### config.mk
export PLATFORM = sky130hd
export DESIGN_NAME = ysyx_23060240_trap_ctrl_flat
export DESIGN_NICKNAME = d
export VERILOG_FILES = /design/src/rtl/ysyx_23060240_csr_pkg.sv /design/src/rtl/ysyx_23060240_trap_ctrl_if.sv /design/src/rtl/ysyx_23060240_trap_prio.sv /design/src/rtl/ysyx_23060240_trap_ctrl.sv /design/src/flat_wrapper.sv
export SDC_FILE = /design/constraint.sdc
export NUM_CORES = 1
export LEC_CHECK = 0
export BUFFER_PORTS_ARGS = -buffer_cell sky130_fd_sc_hd__buf_2
export CAP_MARGIN = 15
export CORE_MARGIN = 2
export CORE_UTILIZATION = 43
export CTS_CLUSTER_DIAMETER = 50
export DETAILED_ROUTE_END_ITERATION = 16
export PLACE_DENSITY_LB_ADDON = 0.3
export SYNTH_ARGS = -nofsm -noshare
export SYNTH_HDL_FRONTEND = slang
export SYNTH_HIERARCHICAL = 1
export SYNTH_SLANG_ARGS = --single-unit
### constraint.sdc
create_clock -name clk -period 2.5 [get_ports clk]
set_input_delay 0.125 -clock clk [delete_from_list [all_inputs] [get_ports clk]]
set_output_delay 0.125 -clock clk [all_outputs]
set_load 0.05 [all_outputs]
### src/rtl/ysyx_23060240_csr_pkg.sv
// Shared CSR addresses, mstatus field positions, trap causes and sequencer encodings
// for the machine-mode trap controller.
package ysyx_23060240_csr_pkg;

  localparam logic [11:0] CsrMstatus = 12'h300;
  localparam logic [11:0] CsrMtvec   = 12'h305;
  localparam logic [11:0] CsrMepc    = 12'h341;
  localparam logic [11:0] CsrMcause  = 12'h342;

  localparam int unsigned MstatusMie   = 3;
  localparam int unsigned MstatusMpie  = 7;
  localparam int unsigned MstatusMppLo = 11;
  localparam int unsigned MstatusMppHi = 12;

  localparam logic [31:0] CauseEcall = 32'h0000_000b;
  localparam logic [31:0] CauseMti   = 32'h8000_0007;

  typedef enum logic [2:0] {
    StIdle,
    StTEpc,
    StTCause,
    StTStat,
    StTVec,
    StMStat,
    StMEpc,
    StRedir
  } state_e;

  typedef struct packed {
    logic irq;
    logic ecall;
    logic mret;
    logic inst;
  } accept_t;

endpackage

### src/rtl/ysyx_23060240_trap_ctrl_if.sv
// Execute/fetch/CSR-file side signals of the trap controller, grouped with modports.
interface ysyx_23060240_trap_ctrl_if #(
  parameter int unsigned XLEN = 32
);
  logic [XLEN-1:0] ex_pc;
  logic            ecall_req;
  logic            mret_req;
  logic            irq_pending;
  logic            inst_csr_wen;
  logic [11:0]     inst_csr_waddr;
  logic [XLEN-1:0] inst_csr_wdata;
  logic            inst_csr_ready;
  logic            csr_wen;
  logic [11:0]     csr_waddr;
  logic [XLEN-1:0] csr_wdata;
  logic [11:0]     csr_raddr;
  logic [XLEN-1:0] csr_rdata;
  logic            busy;
  logic            redirect_valid;
  logic [XLEN-1:0] redirect_pc;

  modport slave (
    input  ex_pc, ecall_req, mret_req, irq_pending, inst_csr_wen, inst_csr_waddr,
           inst_csr_wdata, csr_rdata,
    output inst_csr_ready, csr_wen, csr_waddr, csr_wdata, csr_raddr, busy,
           redirect_valid, redirect_pc
  );

  modport master (
    output ex_pc, ecall_req, mret_req, irq_pending, inst_csr_wen, inst_csr_waddr,
           inst_csr_wdata, csr_rdata,
    input  inst_csr_ready, csr_wen, csr_waddr, csr_wdata, csr_raddr, busy,
           redirect_valid, redirect_pc
  );
endinterface

### src/rtl/ysyx_23060240_trap_prio.sv
// Fixed-priority select of the single source accepted in an idle cycle:
// enabled interrupt, ecall, mret, then an ordinary CSR-instruction write.
module ysyx_23060240_trap_prio
  import ysyx_23060240_csr_pkg::*;
#(
  parameter int unsigned      XLEN        = 32,
  parameter logic [XLEN-1:0]  CAUSE_ECALL = CauseEcall,
  parameter logic [XLEN-1:0]  CAUSE_MTI   = CauseMti
) (
  input  logic            en_i,
  input  logic            irq_i,
  input  logic            mie_i,
  input  logic            ecall_i,
  input  logic            mret_i,
  input  logic            inst_wen_i,
  output accept_t         accept_o,
  output logic [XLEN-1:0] cause_o
);

  always_comb begin
    accept_o = '0;
    cause_o  = CAUSE_ECALL;
    if (en_i) begin
      if (irq_i && mie_i) begin
        accept_o.irq = 1'b1;
        cause_o      = CAUSE_MTI;
      end else if (ecall_i) begin
        accept_o.ecall = 1'b1;
      end else if (mret_i) begin
        accept_o.mret = 1'b1;
      end else if (inst_wen_i) begin
        accept_o.inst = 1'b1;
      end
    end
  end

endmodule

### src/rtl/ysyx_23060240_trap_ctrl.sv
// Machine-mode trap entry/return sequencer: owns the CSR write port and read address,
// commits mepc/mcause/mstatus, then pulses a PC redirect to mtvec or mepc.
module ysyx_23060240_trap_ctrl
  import ysyx_23060240_csr_pkg::*;
#(
  parameter int unsigned      XLEN        = 32,
  parameter logic [XLEN-1:0]  CAUSE_ECALL = CauseEcall,
  parameter logic [XLEN-1:0]  CAUSE_MTI   = CauseMti
) (
  input  logic                         clk,
  input  logic                         rst_n,
  ysyx_23060240_trap_ctrl_if.slave     bus
);

  state_e          state_q, state_d;
  logic [XLEN-1:0] pc_q, pc_d;
  logic [XLEN-1:0] cause_q, cause_d;
  logic [XLEN-1:0] tgt_q, tgt_d;
  accept_t         accept;
  logic [XLEN-1:0] cause_sel;
  logic [XLEN-1:0] stat;
  logic [XLEN-1:0] vec_off;

  ysyx_23060240_trap_prio #(
    .XLEN        (XLEN),
    .CAUSE_ECALL (CAUSE_ECALL),
    .CAUSE_MTI   (CAUSE_MTI)
  ) u_prio (
    .en_i       (rst_n && (state_q == StIdle)),
    .irq_i      (bus.irq_pending),
    .mie_i      (bus.csr_rdata[MstatusMie]),
    .ecall_i    (bus.ecall_req),
    .mret_i     (bus.mret_req),
    .inst_wen_i (bus.inst_csr_wen),
    .accept_o   (accept),
    .cause_o    (cause_sel)
  );

  // Vectored mode offset is 4*cause, truncated to XLEN bits.
  assign vec_off = {cause_q[XLEN-3:0], 2'b00};

  always_comb begin
    state_d            = state_q;
    pc_d               = pc_q;
    cause_d            = cause_q;
    tgt_d              = tgt_q;
    stat               = bus.csr_rdata;
    bus.inst_csr_ready = 1'b0;
    bus.csr_wen        = 1'b0;
    bus.csr_waddr      = '0;
    bus.csr_wdata      = '0;
    bus.csr_raddr      = '0;
    bus.busy           = 1'b0;
    bus.redirect_valid = 1'b0;
    bus.redirect_pc    = '0;

    unique case (state_q)
      StIdle: begin
        // Held at zero during reset so every output reads 0.
        if (rst_n) bus.csr_raddr = CsrMstatus;
        if (accept.irq || accept.ecall) begin
          bus.busy = 1'b1;
          pc_d     = bus.ex_pc;
          cause_d  = cause_sel;
          state_d  = StTEpc;
        end else if (accept.mret) begin
          bus.busy = 1'b1;
          state_d  = StMStat;
        end else if (accept.inst) begin
          bus.inst_csr_ready = 1'b1;
          bus.csr_wen        = 1'b1;
          bus.csr_waddr      = bus.inst_csr_waddr;
          bus.csr_wdata      = bus.inst_csr_wdata;
        end
      end
      StTEpc: begin
        bus.busy      = 1'b1;
        bus.csr_wen   = 1'b1;
        bus.csr_waddr = CsrMepc;
        bus.csr_wdata = pc_q;
        state_d       = StTCause;
      end
      StTCause: begin
        bus.busy      = 1'b1;
        bus.csr_wen   = 1'b1;
        bus.csr_waddr = CsrMcause;
        bus.csr_wdata = cause_q;
        state_d       = StTStat;
      end
      StTStat: begin
        bus.busy                         = 1'b1;
        bus.csr_raddr                    = CsrMstatus;
        stat[MstatusMpie]                = bus.csr_rdata[MstatusMie];
        stat[MstatusMie]                 = 1'b0;
        stat[MstatusMppHi:MstatusMppLo]  = 2'b11;
        bus.csr_wen                      = 1'b1;
        bus.csr_waddr                    = CsrMstatus;
        bus.csr_wdata                    = stat;
        state_d                          = StTVec;
      end
      StTVec: begin
        bus.busy      = 1'b1;
        bus.csr_raddr = CsrMtvec;
        tgt_d         = {bus.csr_rdata[XLEN-1:2], 2'b00};
        if (bus.csr_rdata[1:0] == 2'b01 && cause_q[XLEN-1]) tgt_d = tgt_d + vec_off;
        state_d       = StRedir;
      end
      StMStat: begin
        bus.busy                         = 1'b1;
        bus.csr_raddr                    = CsrMstatus;
        stat[MstatusMie]                 = bus.csr_rdata[MstatusMpie];
        stat[MstatusMpie]                = 1'b1;
        stat[MstatusMppHi:MstatusMppLo]  = 2'b11;
        bus.csr_wen                      = 1'b1;
        bus.csr_waddr                    = CsrMstatus;
        bus.csr_wdata                    = stat;
        state_d                          = StMEpc;
      end
      StMEpc: begin
        bus.busy      = 1'b1;
        bus.csr_raddr = CsrMepc;
        tgt_d         = {bus.csr_rdata[XLEN-1:2], 2'b00};
        state_d       = StRedir;
      end
      StRedir: begin
        bus.busy           = 1'b1;
        bus.redirect_valid = 1'b1;
        bus.redirect_pc    = tgt_q;
        state_d            = StIdle;
      end
      default: state_d = StIdle;
    endcase
  end

  always_ff @(posedge clk or negedge rst_n) begin
    if (!rst_n) begin
      state_q <= StIdle;
      pc_q    <= '0;
      cause_q <= '0;
      tgt_q   <= '0;
    end else begin
      state_q <= state_d;
      pc_q    <= pc_d;
      cause_q <= cause_d;
      tgt_q   <= tgt_d;
    end
  end

endmodule

### src/flat_wrapper.sv
// flat-port wrapper written by rule: the top's interface ports become plain ports
module ysyx_23060240_trap_ctrl_flat import ysyx_23060240_csr_pkg::*;
#(
  parameter int unsigned      XLEN        = 32,
  parameter logic [XLEN-1:0]  CAUSE_ECALL = CauseEcall,
  parameter logic [XLEN-1:0]  CAUSE_MTI   = CauseMti
)
  (clk, rst_n, bus_ex_pc, bus_ecall_req, bus_mret_req, bus_irq_pending, bus_inst_csr_wen, bus_inst_csr_waddr, bus_inst_csr_wdata, bus_csr_rdata, bus_inst_csr_ready, bus_csr_wen, bus_csr_waddr, bus_csr_wdata, bus_csr_raddr, bus_busy, bus_redirect_valid, bus_redirect_pc);
  ysyx_23060240_trap_ctrl_if #(.XLEN(XLEN)) bus_i ();
  input  logic clk;
  input  logic rst_n;
  input wire logic [$bits(bus_i.ex_pc)-1:0] bus_ex_pc;
  input wire logic [$bits(bus_i.ecall_req)-1:0] bus_ecall_req;
  input wire logic [$bits(bus_i.mret_req)-1:0] bus_mret_req;
  input wire logic [$bits(bus_i.irq_pending)-1:0] bus_irq_pending;
  input wire logic [$bits(bus_i.inst_csr_wen)-1:0] bus_inst_csr_wen;
  input wire logic [$bits(bus_i.inst_csr_waddr)-1:0] bus_inst_csr_waddr;
  input wire logic [$bits(bus_i.inst_csr_wdata)-1:0] bus_inst_csr_wdata;
  input wire logic [$bits(bus_i.csr_rdata)-1:0] bus_csr_rdata;
  output wire logic [$bits(bus_i.inst_csr_ready)-1:0] bus_inst_csr_ready;
  output wire logic [$bits(bus_i.csr_wen)-1:0] bus_csr_wen;
  output wire logic [$bits(bus_i.csr_waddr)-1:0] bus_csr_waddr;
  output wire logic [$bits(bus_i.csr_wdata)-1:0] bus_csr_wdata;
  output wire logic [$bits(bus_i.csr_raddr)-1:0] bus_csr_raddr;
  output wire logic [$bits(bus_i.busy)-1:0] bus_busy;
  output wire logic [$bits(bus_i.redirect_valid)-1:0] bus_redirect_valid;
  output wire logic [$bits(bus_i.redirect_pc)-1:0] bus_redirect_pc;
  assign bus_i.ex_pc = bus_ex_pc;
  assign bus_i.ecall_req = bus_ecall_req;
  assign bus_i.mret_req = bus_mret_req;
  assign bus_i.irq_pending = bus_irq_pending;
  assign bus_i.inst_csr_wen = bus_inst_csr_wen;
  assign bus_i.inst_csr_waddr = bus_inst_csr_waddr;
  assign bus_i.inst_csr_wdata = bus_inst_csr_wdata;
  assign bus_i.csr_rdata = bus_csr_rdata;
  assign bus_inst_csr_ready = bus_i.inst_csr_ready;
  assign bus_csr_wen = bus_i.csr_wen;
  assign bus_csr_waddr = bus_i.csr_waddr;
  assign bus_csr_wdata = bus_i.csr_wdata;
  assign bus_csr_raddr = bus_i.csr_raddr;
  assign bus_busy = bus_i.busy;
  assign bus_redirect_valid = bus_i.redirect_valid;
  assign bus_redirect_pc = bus_i.redirect_pc;
  ysyx_23060240_trap_ctrl #(.XLEN(XLEN), .CAUSE_ECALL(CAUSE_ECALL), .CAUSE_MTI(CAUSE_MTI)) u_core (.clk(clk), .rst_n(rst_n), .bus(bus_i));
endmodule
==> impl_results.md <==
- Least-Margin Pin Slew: between 0.8 and 0.9 ns
- Setup violations, final: 39
- EDFF count, synth: 0
- Pleak: between 5 and 6 nW
- Area Growth Syn to Fin: 47.9%
- Setup WS pre-CTS: -0.289 ns
- DP Cell Count: around 1200
- Share of post-route cells with drive strength above 1: 0.505
- Clock tree buffer depth: 2
- CP Capture Type: output port
- Detail Placement HPWL: ~17000 um
- WL final: around 24000 um
- Multi-input logic area: between 5000 and 6000 sq um
- Number of buffers created by CTS: 9
- Post-route insts no fill: between 1000 and 1500
- Setup TNS: -1.79 ns
- Sequential area share after synthesis: 0.337
- Critical path class: register to output port
- Htree depth: 3
- Vias in the first global route: 7034
- Critical path launch point type: register
- Final Worst Setup Slack: -0.104 ns
- Most used DFF post-synth: dfrtp_1
- Crit-path max FO: 7
- Max frequency: 384 MHz
- Clk_lat worst skew: between 0.3 and 0.4 ns
- Synth Warn #: 6
- Die area: 17800 sq um
- Setup Skew: ~0.012 ns
- Hold WS: between 0.007 and 0.008 ns
- Final GP Congestion: 0.893
- Status: finished with violations
- Ports: about 210
- Largest net degree at the start of global routing: 62
- Final period util: 1.04
- TritonCTS clock tree: yes
- Count of input and output buffers: slightly below 200
- Die Wd: about 130 um
- Worst hold path class: primary input to register
- DR vias/cell: roughly 5.6
- Fin crit period: 2.60 ns
- Final Max Slew Viols: 0
- WP data arrival: 2.48 ns
- Unrepaired setup endpoints after global routing: true
- Post-DRT Antenna Nets: 0
- Hold Fails Final Rpt: 0
- Count of different cell masters after synthesis: between 60 and 70
- Die height: between 100 and 150 um
- Sequential cell area: ~2400 sq um
- Drt first-iter violations: just over 500
- Clock sinks: 97
- Syn_area_per_cell: just over 9 sq um
- Mapped cell area: just over 7000 sq um
- Fillers: around 1400
- Drt pass-1 iters: 5
- Register clock-pin slew on the reported worst setup and hold paths: ~0.070 ns
- Initial core utilization: 0.438
- Worst path required time: around 2.4 ns
- GRT Residual Overflow: 0
- Final nets: about 1200
- Core area: ~16000 sq um
- Total track usage: 0.267
- Mapped Cells: 780
- Final Core Density: 0.647
- Via Count: roughly 7200
- Maximum vdd ir drop: 0.00116 V
- Slew HR: 0.460
- Antenna fix cells: 0
- Routed len/inst: 18.9 um
- Initial antenna violation count: 1
- Placement Rows: between 40 and 50
- PwrDens: 1300 nW/um^2
- Seq cells post-synth: between 90 and 100
- First-pass GRT wire length: ~37000 um
- Max Cap Viol: 0
- Post-synth ARST share: 1.00
- Failing checks: setup timing
- Root Buffer: clkbuf_16
- Post-route DRC: 0
==> placed cells by master (no fill, tap or decap), types with 10 or more instances in the layout <==
cell / netlist / layout
a22oi_2: 0 / 27
a22oi_1: 55 / 28
o21ai_2: 0 / 27
mux2_2: 91 / 91
xnor2_1: 12 / 12
a21o_1: 15 / 15
clkbuf_16: 0 / 11
a31oi_1: 11 / 10
and2_1: 37 / 36
conb_1: 3 / 38
and3_1: 14 / 14
buf_12: 0 / 13
dfrtp_1: 97 / 95
buf_4: 41 / 95
nand2_1: 56 / 48
buf_2: 12 / 149
ha_1: 29 / 22
nand3_1: 19 / 19
o21ai_0: 57 / 23
nor2_1: 46 / 43
buf_6: 0 / 38
a21oi_1: 38 / 27
dlygate4sd3_1: 0 / 21
==> layer usage <==
layer | part of all wire | wire length [um] | GRT usage
met2 | 0.47 | 11400 | 0.431
met1 | 0.45 | 11000 | 0.374
met3 | 0.060 | 1460 | 0.0365
met5 | 0.00053 | 13 | 0
met4 | 0.018 | 449 | 0.0833
==> sequential cells by signal (all words and copies together), names as in the netlist <==
signal,cells
u_core/tgt_q,30
u_core/cause_q,32
u_core/state_q,3
u_core/pc_q,32
==> where the power goes <==
group	internal, W	switching [W]	total [W]
clock	0.000839	0.000666	0.00151
combinational	0.00394	0.00555	0.00949
sequential	0.00234	0.000531	0.00287
==> worst paths after layout <==
| path | endpoint | cells past startpoint | slack [ns] | start |
|---|---|---|---|---|
| setup / recovery | bus_csr_wdata[19] | 10 | -0.10 | u_core/state_q[1]$_DFFE_PN0P_ |
| hold / removal | u_core/pc_q[11]$_DFFE_PN0P_ | 2 | 0.008 | bus_ex_pc[11] |
| setup reg to reg | u_core/tgt_q[25]$_DFFE_PN0N_ | 11 | -0.07 | u_core/cause_q[0]$_DFFE_PN0P_ |
| hold reg to reg | u_core/tgt_q[30]$_DFFE_PN0N_ | 2 | 0.47 | u_core/tgt_q[30]$_DFFE_PN0N_ |
| max in group asynchronous | u_core/state_q[2]$_DFFE_PN0P_ | 4 | 0.87 | rst_n |
| min in group asynchronous | u_core/cause_q[12]$_DFFE_PN0P_ | 3 | 0.41 | rst_n |
==> stage by stage <==
step / area (sq um) / power (W)
global route: 10700 / 0.0146
global placement: 9170 / 0.0110
detailed placement: 9170 / 0.0111
CTS: 10300 / 0.0134
finish: 10700 / 0.0139
floorplan: 7600 / 0.00882
==> timing repair <==
action                     4_1_cts  5_1_grt
setup endpoints to repair       53       58
gates cloned                     2        2
gates resized for setup        126       61
pin swaps                       37       57
hold endpoints to repair        56        0
hold buffers                    21        0
buffers inserted                 4        7
==> synthesized netlist by cell type (5+ instances only) <==
master | instances | area (sq um)
xor2_1 | 9 | 78.8
or3_1 | 6 | 37.5
nor2_1 | 46 | 173
clkbuf_1 | 34 | 128
xnor2_1 | 12 | 105
buf_2 | 12 | 60.1
mux2i_1 | 5 | 50.1
nand3_1 | 19 | 95.1
dfrtp_1 | 97 | 2430
a21o_1 | 15 | 113
o21ai_1 | 7 | 35.0
nor3_1 | 10 | 50.1
and2_1 | 37 | 231
buf_4 | 41 | 308
inv_1 | 6 | 22.5
ha_1 | 29 | 363
o21a_1 | 6 | 45.0
a21oi_1 | 38 | 190
mux2_2 | 91 | 1020
nand2_1 | 56 | 210
a22oi_1 | 55 | 413
and3_1 | 14 | 87.6
o21ai_0 | 57 | 285
a31oi_1 | 11 | 68.8
==> worst max-delay path, stage by stage (launching register included) <==
cell and delay [ns]:
dfrtp_2 0.36, nand2b_4 0.13, nor3_4 0.04, a21boi_4 0.14, and3b_2 0.23, nor4_4 0.27, and2_4 0.35, buf_12 0.19
a22oi_2 0.09, o21ai_2 0.12, buf_6 0.19
==> logic make-up (layout without fill, tap and decap cells) <==
logic type | Yosys count | count (layout) | synth area share
AOI/OAI and AO/OA | 221 | 221 | 0.205
adders and majority gates | 30 | 30 | 0.0531
DFF | 97 | 97 | 0.337
and+or+nand+nor | 216 | 216 | 0.155
muxes | 96 | 96 | 0.149
xor gates and xnor gates | 21 | 21 | 0.0255
other | 3 | 38 | 0.00156
buffers and inverters | 96 | 348 | 0.0735
==> layout make-up <==
type / count / area share
Clock buffer: 11 / 0.0237
Clock inverter: 5 / 0.00575
Sequential cell: 97 / 0.228
Multi-Input combinational cell: 622 / 0.476
Timing Repair Buffer: 325 / 0.238
Tap cell: 220 / 0.0258
Inverter: 7 / 0.00247
(Power assumes the default switching activity.)
